<file path="src/rtl/bcd_pkg.sv">
// Shared types and constants for the sequential BCD-to-binary converter.
package bcd_pkg;

    typedef enum logic [1:0] {
        StIdle = 2'd0,
        StRun  = 2'd1,
        StDone = 2'd2
    } state_e;

    localparam logic [3:0] BCD_ADJ_THRESH = 4'd8;
    localparam logic [3:0] BCD_ADJ        = 4'd3;
    localparam logic [3:0] BCD_MAX_DIGIT  = 4'd9;

endpackage

</file>
<file path="src/rtl/bcd_digit_adjust.sv">
// One-nibble reverse double-dabble adjust (subtract 3 when >= 8) plus illegal-digit flag.
module bcd_digit_adjust
    import bcd_pkg::*;
(
    input  logic [3:0] digit,
    output logic [3:0] adj_out,
    output logic       illegal
);

    always_comb begin
        adj_out = digit;
        if (digit >= BCD_ADJ_THRESH) begin
            adj_out = digit - BCD_ADJ;
        end
        illegal = (digit > BCD_MAX_DIGIT);
    end

endmodule

</file>
<file path="src/rtl/bcd_to_binary_converter.sv">
// Multi-digit BCD-to-binary converter: reverse double-dabble, one shift-and-adjust per clock.
module bcd_to_binary_converter
    import bcd_pkg::*;
#(
    parameter int unsigned DIGITS = 2,
    parameter int unsigned BIN_W  = 7
) (
    input  logic                  clk,
    input  logic                  rst_n,
    input  logic                  start,
    input  logic [4*DIGITS-1:0]   bcd_in,
    output logic                  busy,
    output logic                  done,
    output logic                  err,
    output logic [BIN_W-1:0]      binary_out
);

    localparam int unsigned BCD_W  = 4 * DIGITS;
    localparam int unsigned WORK_W = BCD_W + BIN_W;
    localparam int unsigned CNT_W  = $clog2(BIN_W + 1);
    localparam logic [CNT_W-1:0] LAST_ITER = CNT_W'(BIN_W - 1);

    state_e              state_q, state_d;
    logic [CNT_W-1:0]    cnt_q, cnt_d;
    logic [WORK_W-1:0]   work_q, work_d;
    logic [BIN_W-1:0]    bin_out_q, bin_out_d;
    logic                busy_q, busy_d;
    logic                done_q, done_d;
    logic                err_q, err_d;

    logic [WORK_W-1:0]   shifted;
    logic [BCD_W-1:0]    adj_in;
    logic [BCD_W-1:0]    adj_out;
    logic [DIGITS-1:0]   illegal;
    logic                any_illegal;

    // The adjust cells check bcd_in while idle and adjust the shifted work register while running.
    always_comb begin
        shifted = work_q >> 1;
        adj_in  = (state_q == StIdle) ? bcd_in : shifted[WORK_W-1:BIN_W];
    end

    for (genvar g = 0; g < DIGITS; g++) begin : g_adj
        bcd_digit_adjust u_adj (
            .digit   (adj_in[4*g +: 4]),
            .adj_out (adj_out[4*g +: 4]),
            .illegal (illegal[g])
        );
    end

    assign any_illegal = |illegal;

    always_comb begin
        state_d   = state_q;
        cnt_d     = cnt_q;
        work_d    = work_q;
        bin_out_d = bin_out_q;
        busy_d    = busy_q;
        done_d    = done_q;
        err_d     = err_q;
        case (state_q)
            StIdle: begin
                if (start) begin
                    work_d = {bcd_in, {BIN_W{1'b0}}};
                    cnt_d  = '0;
                    err_d  = 1'b0;
                    if (any_illegal) begin
                        err_d     = 1'b1;
                        bin_out_d = '0;
                        state_d   = StDone;
                    end else begin
                        busy_d  = 1'b1;
                        state_d = StRun;
                    end
                end
            end
            StRun: begin
                work_d = {adj_out, shifted[BIN_W-1:0]};
                cnt_d  = cnt_q + 1'b1;
                if (cnt_q == LAST_ITER) begin
                    bin_out_d = shifted[BIN_W-1:0];
                    busy_d    = 1'b0;
                    done_d    = 1'b1;
                    state_d   = StDone;
                end
            end
            StDone: begin
                // Illegal captures arrive with done low; raise it here so done is one full cycle.
                if (done_q) begin
                    done_d  = 1'b0;
                    state_d = StIdle;
                end else begin
                    done_d = 1'b1;
                end
            end
            default: begin
                state_d = StIdle;
                busy_d  = 1'b0;
                done_d  = 1'b0;
            end
        endcase
    end

    always_ff @(posedge clk or negedge rst_n) begin
        if (!rst_n) begin
            state_q   <= StIdle;
            cnt_q     <= '0;
            work_q    <= '0;
            bin_out_q <= '0;
            busy_q    <= 1'b0;
            done_q    <= 1'b0;
            err_q     <= 1'b0;
        end else begin
            state_q   <= state_d;
            cnt_q     <= cnt_d;
            work_q    <= work_d;
            bin_out_q <= bin_out_d;
            busy_q    <= busy_d;
            done_q    <= done_d;
            err_q     <= err_d;
        end
    end

    assign busy       = busy_q;
    assign done       = done_q;
    assign err        = err_q;
    assign binary_out = bin_out_q;

endmodule

</file>
<file path="config.mk">
export PLATFORM = sky130hd
export DESIGN_NAME = bcd_to_binary_converter
export DESIGN_NICKNAME = d
export VERILOG_FILES = /design/src/rtl/bcd_pkg.sv /design/src/rtl/bcd_digit_adjust.sv /design/src/rtl/bcd_to_binary_converter.sv
export SDC_FILE = /design/constraint.sdc
export NUM_CORES = 1
export LEC_CHECK = 0
export CAP_MARGIN = 15
export CELL_PAD_IN_SITES_DETAIL_PLACEMENT = 0
export CELL_PAD_IN_SITES_GLOBAL_PLACEMENT = 2
export CORE_MARGIN = 2
export CORE_UTILIZATION = 30
export CTS_CLUSTER_SIZE = 28
export DETAILED_ROUTE_END_ITERATION = 6
export PLACE_DENSITY_LB_ADDON = 0.1
export SLEW_MARGIN = 5
export SYNTH_ARGS = -nofsm -noshare
export SYNTH_HDL_FRONTEND = slang
export SYNTH_SLANG_ARGS = --single-unit
</file>
<file path="constraint.sdc">
create_clock -name clk -period 6.02 [get_ports clk]
set_clock_uncertainty 0.2 [all_clocks]
set_input_delay 0.903 -clock clk [delete_from_list [all_inputs] [get_ports clk]]
set_output_delay 0.903 -clock clk [all_outputs]
set_load 0.01 [all_outputs]
</file>
==> out/results.txt, run 1 <==
Height of the die -> 83.99 um
End of the worst hold path -> busy
Initial drt markers -> 105
H-tree Lvls -> 2
Ratio of cells with drive above 1 in the final layout -> 6.751%
Worst hold start -> busy
Routed Antenna Nets -> 0
Core area -> 6277 um^2
Final min period -> 3.217 ns
Final setup fails -> 0
Tot Pwr -> 0.001063 W
Worst-case reg-to-reg path depth -> 8
WL per Instance -> 15.95 um
Post-CTS Setup Inserts -> 0
Hold Vio Cnt, Final -> 0
Clk slew on worst S/H paths -> 0.07 ns
GRT overflow -> 0
CP startpoint kind -> register
Largest stage delay, worst path -> 0.66 ns
M3 GR Usage -> 3.462%
Area contributors post-synth -> dfrtp_1 (38%), o21ai_0 (6.3%), nand2_1 (5.1%), mux2i_1 (4.7%), a21oi_1 (4.4%)
Final period util -> 53.44%
Row count -> 29
CP Class -> reg2reg
Synth area leader -> dfrtp_1
CP endpoint kind -> register
Power density over the cells -> 472.3 nW/um^2
Post-synth EDFFs -> 0
Register area share after synthesis -> 37.81%
# diodes -> 0
Nets -> 253
Synth Area per Inst -> 8.646 um^2
CP max stage cell -> ha_1
Tightest Pin Transition -> 0.8072 ns
Maximum number of pins on one net before global-route repair -> 43
Mapped Cells -> 222
Worst VDD drop -> 0.2004 mV
CP top delay family -> simple AND/OR/NAND/NOR gates
Total CTS buffers -> 5
Initial antenna violation count -> 0
Clock Tree Buf Depth -> 2
Number of global-route vias before repair -> 1,659
Slack of the worst reg-to-reg path -> 2.80 ns
Met2 Usage GRT -> 22.62%
Endpoint of the worst-slack reg-to-reg timing path -> cnt_q[2]
Total GRT Usage -> 15.08%
Die span in x -> 83.99 um
TNS Setup -> 0 ns
Min-Delay Path Class -> reg2reg
Pre-antenna DRT Iters -> 5
Dpl hpwl -> 3392 um
RSZ-0062 raised after global routing -> no
Post-CTS Hold Fix Bufs -> 0
Top fanout value on the critical path -> 29
Root buf cell -> clkbuf_8
First-pass GRT wire length -> 8549 um
Most frequent cell after synthesis -> dfrtp_1
Fmax -> 310.9 MHz
Critical Path AT -> 3.19 ns
Post-Syn Area -> 1919 um^2
Req. time, crit path -> 5.99 ns
Area grow syn2layout -> 17.28%
Worst r2r src -> state_q[1]
Max-slew violation count -> 0
Via density -> 5.439
Post-synth cell types -> 42
Die area -> 7053 um^2
Worst Setup SP -> state_q[1]
Port bufs -> 20
CTS resizes -> 0
Warnings from Yosys -> 0
Post-synth ARST share -> 100.0%
Post-synth top cells -> dfrtp_1 (29), nand2_1 (26), o21ai_0 (24), a21oi_1 (17), buf_2 (11)
Hold path depth -> 1
Crit path cell chain -> inv_1 -> ha_1 -> buf_4 -> inv_2 -> nor2_1 -> nor2_1 -> mux2_2 -> a22o_1
Synth Net Count -> 239
Status -> finished, final reports clean
Max cap viols -> 0
Worst-skew pair later-pin latency -> 0.28 ns
Most frequent CP cell -> nor2_1
Synth top area share -> 37.81%
Grt peak-use layer -> met2
Rel. slew slack -> 45.99%
Post-synthesis register bit count -> 29
Initial core utilization -> 30.58%
IO Pins -> 21
Vias -> 1,708
CTS tree -> built
Met1 usage -> 21.74%
Worst path buffer plus inverter count -> 3
Drt total wl -> 5009 um
Remaining DRCs -> 0
Sink Count -> 29
Routability Congestion -> 0.7226
Ys flop type -> dfrtp_1
Leak -> 0.9064 nW
cells by family after synthesis:
logic type      count (synthesis)  share of synthesized area, %
compound gates                 80                         26.47
xor+xnor                        8                         3.650
fa+ha+maj                       6                         3.911
buf+inv                        23                         5.215
flops                          29                         37.81
mux                            11                         5.867
simple gates                   65                         17.08
state kept, by name, summed over array words and instances, names as in the netlist:
register    flops
err             1
binary_out      7
state_q         2
work_q         14
busy            1
done            1
cnt_q           3
layer usage:
metal | vias to the layer above | wire length, um | share of wire (%)
met1 | 837 | 2435 | 49
met5 | - | 0 | 0
met4 | 0 | 52 | 1.0
met3 | 6 | 189 | 3.8
li1 | 835 | - | -
met2 | 30 | 2332 | 47
worst register-to-register path, delay by kind of cell (launching register included):
kind	cells	cell delay [ns]
AOI/OAI and AO/OA	1	0.17
adders and majority gates	1	0.66
buffers and inverters	3	0.65
DFF	1	0.41
muxes	1	0.29
and+or+nand+nor	2	0.73
worst max-delay path by stage:
stage                               end  cells past startpoint
after CTS                      cnt_q[2]                      8
after global routing           cnt_q[2]                      8
after detailed placement       cnt_q[2]                      5
after floorplan           binary_out[6]                      5
final                          cnt_q[2]                      8
after global placement         cnt_q[2]                      5
cells in the final DEF, fill, tap and decap left out, types with 3 or more instances in the layout:
| cell type | synthesis | layout |
|---|---|---|
| o21ai_0 | 24 | 24 |
| nand3_1 | 10 | 10 |
| a21oi_1 | 17 | 17 |
| o211ai_1 | 3 | 3 |
| clkdlybuf4s50_1 | 0 | 20 |
| inv_1 | 5 | 5 |
| nand2b_1 | 9 | 9 |
| a22oi_1 | 7 | 7 |
| nor2b_1 | 7 | 7 |
| ha_1 | 6 | 6 |
| o22ai_1 | 5 | 5 |
| a22o_1 | 4 | 4 |
| xnor2_1 | 4 | 4 |
| xor2_1 | 4 | 4 |
| dfrtp_1 | 29 | 29 |
| buf_4 | 0 | 4 |
| mux2i_1 | 9 | 9 |
| a211oi_1 | 4 | 4 |
| clkbuf_8 | 0 | 5 |
| nor2_1 | 5 | 5 |
| nand2_1 | 26 | 26 |
area by class of cell:
cell class	count	area [um^2]
clock inverters	2	10.01
flip-flops and latches	29	725.7
fillers	644	4026
repair buffers	24	230.2
multi-input cells	170	1094
well taps	77	96.34
inverters	6	22.52
clock buffers	6	72.57
where the power goes:
group | total (W) | switching, W | leakage (nW) | internal [W]
combinational | 0.000558 | 0.000320 | 0.487 | 0.000238
sequential | 0.000346 | 0.0000758 | 0.375 | 0.000271
clock | 0.000159 | 0.0000787 | 0.0450 | 0.0000800
through the flow:
stage	setup WS [ns]	instance area (um^2)	hold slack [ns]	cells	utilization, %
6_report	2.803	2251	0.3068	314	35.86
2_1_floorplan	3.875	1919	0.2846	222	-
3_5_place_dp	2.688	2168	0.2921	306	34.54
5_1_grt	2.542	2251	0.3373	314	35.86
4_1_cts	2.784	2251	0.3153	314	35.86
3_3_place_gp	2.794	2168	0.2955	306	34.54
Power figures use the tool's default switching activity.
==> run 2, diff against run 1 <==
==> constraint.sdc (replaced) <==
create_clock -name clk -period 3.23 [get_ports clk]
set_clock_uncertainty 0.2 [all_clocks]
set_input_delay 0.4845 -clock clk [delete_from_list [all_inputs] [get_ports clk]]
set_output_delay 0.4845 -clock clk [all_outputs]
set_load 0.01 [all_outputs]
==> run 2 against run 1 <==
Against the previous run:
- flip-flop and latch count did not move
- critical path depth did not move
- die area did not move
- largest cell class unchanged
- utilization rose by 0.86 points
- clock power rose by 89%
- clock-buffer cell count rose by 1
- critical endpoint is now busy
- largest power group unchanged
- design area rose by 2.4%
- non-clock buffer count rose by 5
- combinational power rose by 94%
- maximum frequency rose by 31%
==> out/results.txt, run 2 (synthesis results as in run 1) <==
CTS resizes -> 0
Remaining DRCs -> 0
CP endpoint kind -> register
Clk slew on worst S/H paths -> 0.06 ns
Commonest non-fill, non-tap cell in the layout -> dfrtp_1
Core area -> 6277 um^2
Fmax -> 408.0 MHz
Worst VDD drop -> 0.3742 mV
WL per Instance -> 15.83 um
Max cap viols -> 0
Final design area excluding fillers -> 2305 um^2
Largest stage delay, worst path -> 0.52 ns
IO Pins -> 21
Max-slew violation count -> 0
Via density -> 5.368
Root buf cell -> clkbuf_8
Area grow syn2layout -> 20.08%
Largest register FFs -> 14
Leak -> 0.9357 nW
Post-CTS Hold Fix Bufs -> 0
Drt total wl -> 5033 um
Commonest cells after routing, fill and taps aside -> dfrtp_1 (29), nand2_1 (26), o21ai_0 (24)
CP top delay family -> compound AO/OA/AOI/OAI gates
Initial drt markers -> 125
Die area -> 7053 um^2
Die span in x -> 83.99 um
Pre-antenna DRT Iters -> 4
FILL cells -> 652
Top fanout value on the critical path -> 28
Initial core utilization -> 30.58%
CP Class -> reg2reg
Sink Count -> 29
Total GRT Usage -> 15.43%
Number of global-route vias before repair -> 1,719
CP max stage cell -> ha_1
Crit path cell chain -> inv_1 -> ha_1 -> buf_12 -> nor2b_1 -> o21ai_1 -> o311ai_1 -> nor4b_1 -> o32a_1
Post-CTS Setup Inserts -> 0
Routability Congestion -> 0.7572
Dpl hpwl -> 3418 um
GRT overflow -> 0
Status -> finished, final reports clean
Min-Delay Path Class -> reg2reg
Final setup fails -> 0
Rel. slew slack -> 60.57%
Req. time, crit path -> 3.25 ns
CP startpoint kind -> register
Placed cell areas -> 2218 um^2
Port bufs -> 20
Height of the die -> 83.99 um
Row count -> 29
Tot Pwr -> 0.002033 W
Maximum number of pins on one net before global-route repair -> 32
Vias -> 1,707
Final min period -> 2.451 ns
Clock Tree Buf Depth -> 2
Ratio of cells with drive above 1 in the final layout -> 8.299%
Worst path buffer plus inverter count -> 2
Initial antenna violation count -> 0
Largest reg by FF count -> work_q
Critical Path AT -> 2.47 ns
Routed Antenna Nets -> 0
CTS tree -> built
Worst-skew pair later-pin latency -> 0.27 ns
Hold Vio Cnt, Final -> 0
Power density over the cells -> 882.2 nW/um^2
Nets -> 258
RSZ-0062 raised after global routing -> no
First-pass GRT wire length -> 8742 um
Tightest Pin Transition -> 0.5822 ns
Total CTS buffers -> 5
# diodes -> 0
Final period util -> 75.87%
H-tree Lvls -> 2
TNS Setup -> 0 ns
## run 2: changes by cell type in the layout (fill, tap and decap cells not counted), sizes merged
cell | before | now
buf | 4 | 9
clkbuf | 6 | 7
clkinv | 2 | 0
## run 2: final cells by class
type                       instances  area, um^2  area share [%]
multi-input combinational        170        1094           47.45
sequential                        29       725.7           31.49
timing repair buffer              29       280.3           12.16
tap                               77       96.34           4.180
clock buffer                       7       86.33           3.746
inverter                           6       22.52          0.9772
## run 2: where the power goes
group	switching, W	internal, W
clock	0.000132	0.000169
sequential	0.000144	0.000505
combinational	0.000600	0.000485
total	0.000875	0.00116
## run 2: path summary, 6_finish.rpt
| check | slack [ns] | cells past startpoint | to | from |
|---|---|---|---|---|
| min in group asynchronous | 0.41 | 2 | work_q[8] | rst_n |
| setup reg to reg | 0.78 | 8 | busy | state_q[0] |
| setup / recovery | 0.78 | 8 | busy | state_q[0] |
| hold / removal | 0.30 | 1 | busy | busy |
| max in group asynchronous | 2.11 | 2 | binary_out[6] | rst_n |
| hold reg to reg | 0.30 | 1 | busy | busy |
## run 2: worst reg2reg max path, delay by kind of cell, from the launching register on
family | cells | cell delay [ns]
AOI/OAI and AO/OA | 3 | 0.57
adders and majority gates | 1 | 0.52
DFF | 1 | 0.38
buffers and inverters | 2 | 0.37
and+or+nand+nor | 2 | 0.36
## run 2: per-stage QoR
step                      worst slack [ns]  util, %  hold WS (ns)  std cells
after floorplan                      1.315        -      -0.01109        222
after global placement              0.7866    35.34        0.2899        311
after detailed placement            0.7882    35.34        0.2910        311
after CTS                           0.7801    36.72        0.3111        318
after global routing                0.5190    36.72        0.3469        318
final                               0.7793    36.72        0.3032        318
## run 2: layer usage
| layer | global-route usage (%) | wire (um) | vias to the layer above |
|---|---|---|---|
| li1 | - | - | 842 |
| met1 | 21.76 | 2522 | 841 |
| met5 | 0 | 0 | - |
| met2 | 23.49 | 2353 | 22 |
| met3 | 3.858 | 133 | 2 |
| met4 | 4.252 | 24 | 0 |
